===== src/rtl/tx_sample_serializer.sv =====
// tx_sample_serializer
// Buffers 16-bit samples in a small FIFO and feeds them, MSB byte first, to the
// UART byte transmitter using its active-low write strobe and byte_end pulse.
// Optional feature macro: TX_FRAME_SYNC_EN. When defined, a SYNC_BYTE is sent
// ahead of the first sample of every FRAME_LEN-sample frame.
//
// state       | meaning
// ------------+---------------------------------------------------------
// IDLE        | nothing in flight; leave when the FIFO is non-empty
// LOAD        | pop FIFO head into the holding register
// ISSUE_SYNC  | sync byte on tx_data; strobe once the transmitter is free
// WAIT_SYNC   | sync byte accepted; wait for byte_end
// ISSUE_HI    | MSB on tx_data; strobe once the transmitter is free
// WAIT_HI     | MSB accepted; wait for byte_end
// ISSUE_LO    | LSB on tx_data; strobe once the transmitter is free
// WAIT_LO     | LSB accepted; wait for byte_end, then back to IDLE
module tx_sample_serializer #(
    parameter int DEPTH     = 16,
    parameter int AW        = 4,
    parameter int FRAME_LEN = 64,
    parameter int SYNC_BYTE = 8'hA5
) (
    input  logic          clk_50m,
    input  logic          rst,
    input  logic [15:0]   sample_in,
    input  logic          sample_valid,
    output logic          sample_ready,
    output logic [7:0]    tx_data,
    output logic          tx_wr_n,
    input  logic          tx_busy,
    input  logic          tx_byte_end,
    output logic [AW:0]   fifo_count,
    output logic          overflow,
    output logic          idle
);

    // Parameter sanity checks at elaboration.
    if (DEPTH != (1 << AW)) begin : g_chk_depth
        $error("DEPTH must equal 2**AW");
    end
    if (FRAME_LEN < 1) begin : g_chk_frame
        $error("FRAME_LEN must be at least 1");
    end
    if ((SYNC_BYTE < 0) || (SYNC_BYTE > 255)) begin : g_chk_sync
        $error("SYNC_BYTE must fit in 8 bits");
    end

`ifdef TX_FRAME_SYNC_EN
    typedef enum logic [2:0] {
        S_IDLE, S_LOAD, S_ISSUE_HI, S_WAIT_HI, S_ISSUE_LO, S_WAIT_LO,
        S_ISSUE_SYNC, S_WAIT_SYNC
    } state_t;
`else
    typedef enum logic [2:0] {
        S_IDLE, S_LOAD, S_ISSUE_HI, S_WAIT_HI, S_ISSUE_LO, S_WAIT_LO
    } state_t;
`endif

    state_t          state, state_nxt;
    logic [15:0]     mem [DEPTH];
    logic [AW-1:0]   wr_ptr, rd_ptr;
    logic [AW:0]     count;
    logic [15:0]     hold;
    logic [15:0]     head;
    logic [7:0]      tx_data_nxt;
    logic            full, empty, push, pop;

    assign full         = (count == (AW+1)'(DEPTH));
    assign empty        = (count == '0);
    assign push         = sample_valid && !full;
    // LOAD is only entered with a non-empty FIFO, so the pop is always legal.
    assign pop          = (state == S_LOAD);
    assign head         = mem[rd_ptr];
    assign sample_ready = !full;
    assign fifo_count   = count;
    assign idle         = (state == S_IDLE) && empty;

    // Sample storage; contents are don't-care after reset.
    always_ff @(posedge clk_50m) begin
        if (push) mem[wr_ptr] <= sample_in;
    end

    // FIFO pointers, occupancy and sticky overflow flag.
    always_ff @(posedge clk_50m or posedge rst) begin
        if (rst) begin
            wr_ptr   <= '0;
            rd_ptr   <= '0;
            count    <= '0;
            overflow <= 1'b0;
        end else begin
            if (push) wr_ptr <= wr_ptr + 1'b1;
            if (pop)  rd_ptr <= rd_ptr + 1'b1;
            case ({push, pop})
                2'b10:   count <= count + 1'b1;
                2'b01:   count <= count - 1'b1;
                default: count <= count;
            endcase
            if (sample_valid && full) overflow <= 1'b1;
        end
    end

`ifdef TX_FRAME_SYNC_EN
    localparam int         FC_W     = (FRAME_LEN > 1) ? $clog2(FRAME_LEN) : 1;
    localparam logic [7:0] SYNC_VAL = SYNC_BYTE[7:0];
    logic [FC_W-1:0] frame_cnt;

    // Frame position, advanced once per sample loaded.
    always_ff @(posedge clk_50m or posedge rst) begin
        if (rst) begin
            frame_cnt <= '0;
        end else if (state == S_LOAD) begin
            if (frame_cnt == FC_W'(FRAME_LEN - 1)) frame_cnt <= '0;
            else                                   frame_cnt <= frame_cnt + 1'b1;
        end
    end
`endif

    // State, registered tx_data and holding register.
    always_ff @(posedge clk_50m or posedge rst) begin
        if (rst) begin
            state   <= S_IDLE;
            tx_data <= '0;
            hold    <= '0;
        end else begin
            state   <= state_nxt;
            tx_data <= tx_data_nxt;
            if (state == S_LOAD) hold <= head;
        end
    end

    // Next-state, next tx_data and the write strobe.
    always_comb begin
        state_nxt   = state;
        tx_data_nxt = tx_data;
        tx_wr_n     = 1'b1;
        case (state)
            S_IDLE: begin
                if (!empty) state_nxt = S_LOAD;
            end
            S_LOAD: begin
                state_nxt   = S_ISSUE_HI;
                tx_data_nxt = head[15:8];
`ifdef TX_FRAME_SYNC_EN
                if (frame_cnt == '0) begin
                    state_nxt   = S_ISSUE_SYNC;
                    tx_data_nxt = SYNC_VAL;
                end
`endif
            end
            S_ISSUE_HI: begin
                if (!tx_busy) begin
                    tx_wr_n   = 1'b0;
                    state_nxt = S_WAIT_HI;
                end
            end
            S_WAIT_HI: begin
                if (tx_byte_end) begin
                    state_nxt   = S_ISSUE_LO;
                    tx_data_nxt = hold[7:0];
                end
            end
            S_ISSUE_LO: begin
                if (!tx_busy) begin
                    tx_wr_n   = 1'b0;
                    state_nxt = S_WAIT_LO;
                end
            end
            S_WAIT_LO: begin
                if (tx_byte_end) state_nxt = S_IDLE;
            end
`ifdef TX_FRAME_SYNC_EN
            S_ISSUE_SYNC: begin
                if (!tx_busy) begin
                    tx_wr_n   = 1'b0;
                    state_nxt = S_WAIT_SYNC;
                end
            end
            S_WAIT_SYNC: begin
                if (tx_byte_end) begin
                    state_nxt   = S_ISSUE_HI;
                    tx_data_nxt = hold[15:8];
                end
            end
`endif
            default: state_nxt = S_IDLE;
        endcase
    end

endmodule


===== config.mk =====
export PLATFORM = sky130hd
export DESIGN_NAME = tx_sample_serializer
export DESIGN_NICKNAME = d
export VERILOG_FILES = /design/src/rtl/tx_sample_serializer.sv
export SDC_FILE = /design/constraint.sdc
export NUM_CORES = 1
export LEC_CHECK = 0
export BUFFER_PORTS_ARGS = -buffer_cell sky130_fd_sc_hd__clkbuf_2
export CORE_MARGIN = 2
export CORE_UTILIZATION = 35
export DETAILED_ROUTE_END_ITERATION = 16
export GPL_ROUTABILITY_DRIVEN = 1
export PLACE_DENSITY_LB_ADDON = 0.05
export REMOVE_ABC_BUFFERS = 1
export SLEW_MARGIN = 10
export SYNTH_ARGS = -nofsm -noshare
export SYNTH_HDL_FRONTEND = slang
export SYNTH_SLANG_ARGS = --single-unit

===== constraint.sdc =====
create_clock -name clk_50m -period 3.2 [get_ports clk_50m]
set_clock_uncertainty 0.05 [all_clocks]
set_input_delay 0.64 -clock clk_50m [delete_from_list [all_inputs] [get_ports clk_50m]]
set_output_delay 0.64 -clock clk_50m [all_outputs]
set_load 0.03 [all_outputs]

==> flow_summary.toml, run 1 <==
[critical_path]
slowest_stage = "dfrtp_1"
cp_max_fo = 9
cp.arrival_ns = 3.12
slowest_delay_ns = 0.46
crit_type = "reg -> reg"
crit_family = "adder cells"
crit_chain = "nor4_1, buf_4, a21boi_2, buf_4, inv_1, ha_1, xor2_1, ha_1, and3b_1, o21ai_0, a21oi_1, xor2_1"
start_kind = "register"
cp.buffers_inverters = 3
worstSetupEndpointType = "register"
crit_required_ns = 3.62

[power]
clkPwrFrac_pct = 27.5
power_switching_mw = 3.892
vdd_drop_max_mv = 0.4108
share_seq_of_total_power_pct = 44.3
combPwrFrac_pct = 28.2
p_sw_share_pct = 32.51
power_density_mw_per_mm2 = 899.6
leakage_nw = 4.551
p_int_mw = 8.080

[cells_and_area]
area_growth_pct = 16.18
fin_nets = 697
diodes = 0
nFillCells = 2941
instances_no_fill = 1134
stdcell_area_mm2 = 0.01331
drive_gt1_share_pct = 27.46

[job]
max_cap_violations = 0

[cts]
root_buffer = "clkbuf_16"
cts_setup_buffers = 0
cts.path.max_buffers = 3
ctsResizeCount = 0
cts_tree = "built"
cts.sinks = 289
cts.hold.buffers_added = 0
cts.htree.levels = 1
cts.clk_slew.worst_paths_ns = 0.06
insertion_delay_ns = 0.55
cts_buffers = 31

[routing]
drt_pass1_iterations = 5
drt_iter0_drc = 440
viasPerCell = 5.153
drc = 0
via_count = 5844
routed_wl_um = 28920
ant_nets = 0
avgRoutedWirePerCell_um = 25.50

[synth]
synth_edf_count = 256
synth_xor_area_share_pct = 1.070
postSynthCellCount = 588
netlist.area_leader.share_pct = 67.11
seq_area_frac_synth_pct = 74.32
ys_async_sr_fraction_pct = 11.42
syn_area_mm2 = 0.01145
synth_common_cells = "edfxtp_1 (256), mux4_2 (44), mux2i_1 (43)"
synth-compound-area-share_pct = 4.883
ys.flop_type = "edfxtp_1"
synth_most_common_cell = "edfxtp_1"
synth_simple_gate_area_share_pct = 2.873
syn-mean-instance-area_um2 = 19.48
synthMuxAreaShare_pct = 13.88
yosys_register_bits = 289
ys_types = 52
synth_warnings = 0
ys_top_cells_by_area = "edfxtp_1 (67%), mux4_2 (8.7%), dfrtp_1 (7.2%)"
synth_fa_ha_area_share_pct = 0.9612
synth_top_family_by_area = "multiplexers"
synth.largest_area_cell = "edfxtp_1"

[placed_design]
place_inst = 1077
io_buffers = 37
place_area_mm2 = 0.01238
gp_congestion = 0.7292
dpl.hpwl_um = 17470

[floorplanning]
die_h_um = 184.9
num_rows = 66
coreArea_mm2 = 0.03237
dieWidth_um = 184.9
pin_count = 38
dieArea_mm2 = 0.03419
initial_core_util_pct = 35.39

[hold_path]
min-delay-path-class = "in -> async"

[grt]
antenna_found_initial = 0
grt_pass1_wl_um = 42100
grt_max_degree = 40
grt_pass1_vias = 6133
overflow = 0
grtUsageTotal_pct = 17.32

[timing]
hold_viol_final = 0
fin_crit_sh_pct = 84.40
relSlewSlack_pct = 49.04
setup_viol_count_final = 0
rsz0062_at_grt = "false"
slew_violations = 0
worst-slew-pin-transition_ns = 0.7644
max_freq_mhz = 370.3
finalCriticalPeriod_ns = 2.701
hold_ws_ns = 0.05731

[run_status]
status = "complete, no violations"
per-stage QoR:
stage          worst slack [ns]  util [%]  setup TNS [ns]  power, mW
2_1_floorplan          -0.07127         -         -0.3338      7.431
4_1_cts                  0.4746     41.11               0      12.14
3_5_place_dp             0.4963     38.23               0      8.836
6_report                 0.4993     41.11               0      11.97
3_3_place_gp             0.6030     38.23               0      8.799
5_1_grt                  0.3149     41.11               0      12.56
power groups by stage:
stage	registers [mW]	clock network, mW	logic [mW]
after floorplan	5.47	0	1.96
after global placement	5.38	0	3.42
after detailed placement	5.40	0	3.43
after CTS	5.33	3.37	3.44
after global routing	5.38	3.53	3.66
final	5.30	3.29	3.38
final timing paths:
path | from | end | slack (ns) | cells past startpoint
worst max-delay path | fifo_count[1] | fifo_count[4] | 0.50 | 12
worst min-delay path | rst | state[2] | 0.06 | 2
worst max register to register | fifo_count[1] | fifo_count[4] | 0.50 | 12
worst min register to register | overflow | overflow | 0.42 | 1
max in group asynchronous | rst | rd_ptr[0] | 2.29 | 3
min in group clk_50m | sample_valid | overflow | 0.31 | 2
kinds of logic (layout without fill, tap and decap cells):
kind of cell | after synthesis | count (layout)
XOR/XNOR | 14 | 14
AND/OR/NAND/NOR | 68 | 68
adder cells (fa/ha/maj) | 9 | 9
AO/OA/AOI/OAI | 76 | 76
flip-flops | 289 | 289
buffers and inverters | 38 | 142
multiplexers | 94 | 94
cell type report:
type                            instances  area (um2)  area share, %
Timing Repair Buffer                   77       510.5          3.836
Clock inverter                         14       90.09         0.6769
Inverter                                8       30.03         0.2256
Multi-Input combinational cell        261        2761          20.75
Clock buffer                           43       840.8          6.318
Tap cell                              442       553.0          4.156
Sequential cell                       289        8522          64.04
sequential cells by signal (all words and copies together) (netlist names):
name and cells:
hold 8, rd_ptr 4, mem 256, state 3
overflow 1, tx_data 8, wr_ptr 4, fifo_count 5
routing by layer:
layer	wire length, um	vias up	part of all wire, %	track usage [%]
met5	0	-	0	0
met4	623	0	2.2	4.667
met3	1437	35	5.0	2.556
met2	13350	158	46	27.21
met1	13510	3094	47	25.26
li1	-	2557	-	-
cells in the final DEF (no fill, tap or decap), types with 3 or more instances in the layout:
master | synthesis | layout
clkinv_2 | 0 | 9
nand2_1 | 15 | 15
o21ai_0 | 10 | 10
clkbuf_16 | 0 | 31
ha_1 | 8 | 8
a211oi_1 | 10 | 10
nor2_1 | 23 | 11
dfrtp_1 | 33 | 30
buf_4 | 4 | 38
nand2b_1 | 5 | 5
clkbuf_2 | 0 | 37
mux4_2 | 44 | 44
nor2_2 | 0 | 12
a31oi_1 | 3 | 3
clkbuf_1 | 7 | 10
a22oi_1 | 9 | 9
a21oi_1 | 5 | 5
o22ai_1 | 5 | 5
nor3_2 | 0 | 4
edfxtp_1 | 256 | 256
clkinv_1 | 0 | 4
xnor2_1 | 7 | 7
a221oi_1 | 8 | 8
a22o_1 | 5 | 5
inv_1 | 8 | 8
a2bb2oi_1 | 5 | 5
nor2b_1 | 4 | 4
mux4_1 | 6 | 6
mux2i_1 | 43 | 43
xor2_1 | 7 | 7
o21ai_1 | 4 | 4
No activity file was read; power rests on OpenSTA's default activity.
==> run 2, diff against run 1 <==
Clock period 3.2 ns to 2.8 ns, I/O delays scaled along.
==> run 2 against run 1 <==
  * Core utilization increased by 0.48 points
  * Sequential cell count unchanged
  * First-iteration DRC count increased by 3.2%
  * Routed wire length decreased by 2.2%
  * Die area unchanged
  * Register-to-register slack got worse by 0.18 ns
  * Design area increased by 1.2%
  * Worst hold slack improved by 0.054 ns
  * Sequential share of layout area decreased by 0.74 points
  * Global-route usage decreased by 0.23 points
  * Critical path depth decreased by 1
  * Critical path type unchanged
  * Largest power group unchanged
==> flow_summary.toml, run 2 (same netlist as run 1, synthesis figures left out) <==
[timing]
rsz0062_at_grt = "false"
relSlewSlack_pct = 37.07
fin_crit_sh_pct = 88.50
hold_viol_final = 0
max_freq_mhz = 403.6
finalCriticalPeriod_ns = 2.478
hold_ws_ns = 0.1117
setup_viol_count_final = 0
slew_violations = 0
worst-slew-pin-transition_ns = 0.9420

[placed_design]
io_buffers = 37
dpl.hpwl_um = 17800
place_area_mm2 = 0.01243
place_inst = 1084
gp_congestion = 0.7537

[power]
power_switching_mw = 4.522
combPwrFrac_pct = 28.4
p_int_mw = 9.575
power_density_mw_per_mm2 = 1047
p_sw_share_pct = 32.08
leakage_nw = 4.626
share_seq_of_total_power_pct = 42.1
vdd_drop_max_mv = 0.5898
fin_total_pwr_mw = 14.10
clkPwrFrac_pct = 29.4

[cells_and_area]
max_flop_register = "mem"
diodes = 0
final_common_cell = "edfxtp_1"
regArea_mm2 = 0.008522
stdcell_area_mm2 = 0.01346
largest_register_ffs = 256
fin_nets = 707
instances_no_fill = 1144
multi_input_area_mm2 = 0.002761
nFillCells = 2938
drive_gt1_share_pct = 28.06
final_cell_mix = "edfxtp_1 (256), buf_4 (45), mux4_2 (44)"
reg.largest.list = "mem (256), hold (8), tx_data (8)"
area_growth_pct = 17.53

[floorplanning]
pin_count = 38
coreArea_mm2 = 0.03237
dieArea_mm2 = 0.03419
dieWidth_um = 184.9
initial_core_util_pct = 35.39
die_h_um = 184.9
num_rows = 66

[cts]
cts_setup_buffers = 0
insertion_delay_ns = 0.51
cts.path.max_buffers = 3
ctsResizeCount = 0
cts.clk_slew.worst_paths_ns = 0.06
cts.htree.levels = 2
cts_tree = "built"
cts.hold.buffers_added = 0
root_buffer = "clkbuf_16"
cts_buffers = 34
cts.sinks = 289

[critical_path]
crit_chain = "nor4_1, buf_4, a21boi_2, inv_1, ha_1, xor2_1, ha_1, and3b_1, o21ai_0, a21oi_1, xor2_1"
cp_max_fo = 8
slowest_delay_ns = 0.46
crit_type = "reg -> reg"
cp.arrival_ns = 2.85
slowest_stage = "dfrtp_1"
crit_family = "adder cells"
cp.buffers_inverters = 2
crit_required_ns = 3.18
start_kind = "register"
worstSetupEndpointType = "register"

[grt]
overflow = 0
antenna_found_initial = 0
grt_pass1_vias = 6051
grtUsageTotal_pct = 17.09
grt_max_degree = 34
grt_pass1_wl_um = 41520

[run_status]
status = "complete, no violations"

[routing]
drt_pass1_iterations = 4
via_count = 5869
drt_iter0_drc = 454
viasPerCell = 5.130
drc = 0
routed_wl_um = 28270
ant_nets = 0
avgRoutedWirePerCell_um = 24.71

[hold_path]
min-delay-path-class = "in -> async"

[job]
max_cap_violations = 0
[run 2: changes by cell type in the layout (fill, tap and decap cells not counted), sizes merged]
cell,delta
buf,+7
clkinv,-3
bufinv,+1
inv,+1
clkbuf,+4
[run 2: tightest hold or removal path: stages]
cell and delay (ns):
clkbuf_2 0.08, inv_1 0.04, buf_4 0.42
[run 2: area by class of cell]
type                            count  area share, %
Multi-Input combinational cell    261          20.51
Timing Repair Buffer               84          4.182
Inverter                            8         0.2230
Tap cell                          442          4.108
Sequential cell                   289          63.30
Clock buffer                       47          6.840
Clock inverter                     13         0.8364
[run 2: power by group through the flow]
stage                     logic (mW)  clock network, mW  registers [mW]
after floorplan                 2.24                  0            6.25
after detailed placement        4.08                  0            6.05
final                           4.01               4.15            5.94
after global routing            4.34               4.45            6.02
after global placement          4.05                  0            6.02
after CTS                       4.09               4.25            5.97
[run 2: per-layer routing]
metal	track usage, %	vias up	share of wire [%]
met5	0	-	0
met4	3.746	0	1.5
met3	2.831	32	4.3
met2	27.07	145	47
met1	24.88	3107	47
li1	-	2585	-
[run 2: per-stage QoR]
step / setup WS, ns / utilization, % / TNS (ns)
floorplan: -0.4713 / - / -7.532
global placement: 0.3807 / 38.40 / 0
detailed placement: 0.3016 / 38.40 / 0
CTS: 0.2893 / 41.59 / 0
global route: 0.05600 / 41.59 / 0
finish: 0.3221 / 41.59 / 0
[run 2: path summary, 6_finish.rpt]
| check | cells past startpoint | from | slack (ns) | end |
|---|---|---|---|---|
| max | 11 | fifo_count[1] | 0.32 | fifo_count[4] |
| min | 3 | rst | 0.11 | state[1] |
| max reg2reg | 11 | fifo_count[1] | 0.32 | fifo_count[4] |
| min reg2reg | 1 | overflow | 0.45 | overflow |
| max in group asynchronous | 3 | rst | 2.17 | rd_ptr[0] |
| min in group clk_50m | 2 | sample_valid | 0.29 | overflow |
==> run 3, diff against run 2 <==
Clock period 2.8 ns to 2 ns, I/O delays scaled along.
==> run 3 against run 2 <==
  * The run now ends with setup timing left
  * Worst hold slack worse by 0.014 ns
  * Critical path depth down 6
  * Core utilization is 3.7 points higher
  * Sequential cell count unchanged
  * Clock power increased by 52%
  * Largest power group unchanged
  * Sequential power up 35%
  * Critical path type is now reg -> out
  * First-iteration DRC count shrank 12%
  * Highest routed layer unchanged
  * Final cell count up 4.6%
==> flow_summary.toml, run 3 (same netlist as run 1, synthesis figures left out) <==
[routing]
via_count = 6072
routed_wl_um = 29230
drt_iter0_drc = 401
drt_pass1_iterations = 4
viasPerCell = 5.073
drc = 0
ant_nets = 0
avgRoutedWirePerCell_um = 24.42

[cells_and_area]
fin_nets = 760
final_cell_mix = "edfxtp_1 (256), buf_4 (57), mux4_2 (46)"
reg.largest.list = "mem (256), hold (8), tx_data (8)"
max_flop_register = "mem"
area_growth_pct = 27.89
largest_register_ffs = 256
utilization_pct = 45.25
nFillCells = 2869
drive_gt1_share_pct = 38.94
diodes = 0
final_common_cell = "edfxtp_1"
stdcell_area_mm2 = 0.01465

[critical_path]
ff2ff_path_depth = 11
crit_required_ns = 1.55
worstSetupEndpointType = "primary output"
cp.arrival_ns = 1.71
start_kind = "register"
cp_max_fo = 3
crit_type = "reg -> out"

[job]
max_cap_violations = 0

[timing]
relSlewSlack_pct = 63.04
fin_ws_ns = -0.1616
setup_viol_count_final = 5
rsz0062_at_grt = "true"
max_freq_mhz = 462.6
slew_violations = 0
fin_crit_sh_pct = 108.1
finalCriticalPeriod_ns = 2.162
hold_viol_final = 0
worst-slew-pin-transition_ns = 0.5544

[run_status]
status = "complete, but fails checks"
violations = "setup timing"

[cts]
cts_tree = "built"
root_buffer = "clkbuf_16"
cts.sinks = 289
cts_buffers = 34
cts.clk_slew.worst_paths_ns = 0.06
cts.htree.levels = 2
cts.path.max_buffers = 3
insertion_delay_ns = 0.52

[floorplanning]
num_rows = 66
dieWidth_um = 184.9
die_h_um = 184.9
initial_core_util_pct = 35.39
coreArea_mm2 = 0.03237
dieArea_mm2 = 0.03419
pin_count = 38

[placed_design]
gp_congestion = 0.7368
dpl.hpwl_um = 18580
io_buffers = 37
place_area_mm2 = 0.01295

[power]
power_density_mw_per_mm2 = 1499
vdd_drop_max_mv = 0.7686
leakage_nw = 5.104

[hold_path]
min_path_cells = 2
min-delay-path-class = "in -> reg"

[grt]
grt_pass1_vias = 6402
grtUsageTotal_pct = 17.48
use_met1_pct = 24.89
antenna_found_initial = 0
overflow = 0
grt_pass1_wl_um = 42720
grt_max_degree = 34
grt_util_met3_pct = 3.343
gr-usage-met2_pct = 27.63
grt_busiest_layer = "met2"
==> run 3: cell types whose count changed in the layout (fill, tap and decap cells not counted), moves of 5 or more <==
cell | previous run | this run
a211oi_1 | 10 | 3
a211oi_2 | 0 | 7
buf_12 | 2 | 24
buf_4 | 45 | 57
buf_6 | 0 | 12
buf_8 | 0 | 5
clkbuf_1 | 12 | 7
mux2i_1 | 43 | 38
mux2i_2 | 0 | 5
nand2_1 | 15 | 10
nor2_2 | 12 | 5
nor2_4 | 0 | 7
==> run 3: path summary, 6_finish.rpt <==
path                                from            end  slack [ns]
min reg2reg                     overflow       overflow        0.42
min                         sample_valid       overflow         0.1
max in group asynchronous            rst      rd_ptr[0]        0.98
min in group asynchronous            rst        hold[4]        0.50
max reg2reg                fifo_count[0]  fifo_count[4]       -0.09
max                        fifo_count[0]           idle       -0.16
==> run 3: final cells by class <==
| class | count | area, um2 | share of cell area, % |
|---|---|---|---|
| clock buffer | 44 | 918.4 | 6.269 |
| tap | 442 | 553.0 | 3.775 |
| timing repair buffer | 137 | 1386 | 9.464 |
| multi-input combinational | 261 | 3022 | 20.63 |
| inverter | 8 | 30.03 | 0.2050 |
| clock inverter | 16 | 217.7 | 1.486 |
| sequential | 289 | 8522 | 58.17 |
==> run 3: worst max-delay path: stages (launching register included) <==
cell,delay (ns)
dfrtp_1,0.39
nor4_2,0.26
buf_4,0.16
buf_6,0.09
and3_4,0.18
buf_8,0.12
==> run 3: timing repair <==
action / 4_1_cts / 5_1_grt
endpoints found under the hold margin: 33 / 0
pin swaps: 14 / 18
hold buffers: 1 / 0
endpoints found under the setup margin: 28 / 276
gates resized for setup: 47 / 43
cloned: 1 / 1
setup buffers: 11 / 4
==> run 3: report_power, final <==
group,switching [mW],internal (mW)
registers,0.538,7.47
logic,4.01,3.64
clock network,2.41,3.89
total,6.96,15.0
==> run 3: metal layers <==
metal	vias up	routed length (um)
met3	44	1355
met5	-	0
met1	3201	13620
met4	0	551
li1	2691	-
met2	136	13700
==> run 3: through the flow <==
| step | instances | hold slack, ns | worst slack [ns] | power (mW) | setup TNS, ns |
|---|---|---|---|---|---|
| 2_1_floorplan | 558 | 0.4132 | -1.271 | 11.89 | -149.63 |
| 3_3_place_gp | 1122 | 0.4051 | -0.2387 | 14.78 | -1.033 |
| 3_5_place_dp | 1122 | 0.4124 | -0.1971 | 14.83 | -0.9666 |
| 4_1_cts | 1194 | 0.07741 | -0.2244 | 21.89 | -1.384 |
| 5_1_grt | 1197 | 0.08928 | -0.2492 | 23.00 | -1.466 |
| 6_report | 1197 | 0.09760 | -0.1616 | 21.96 | -0.5048 |
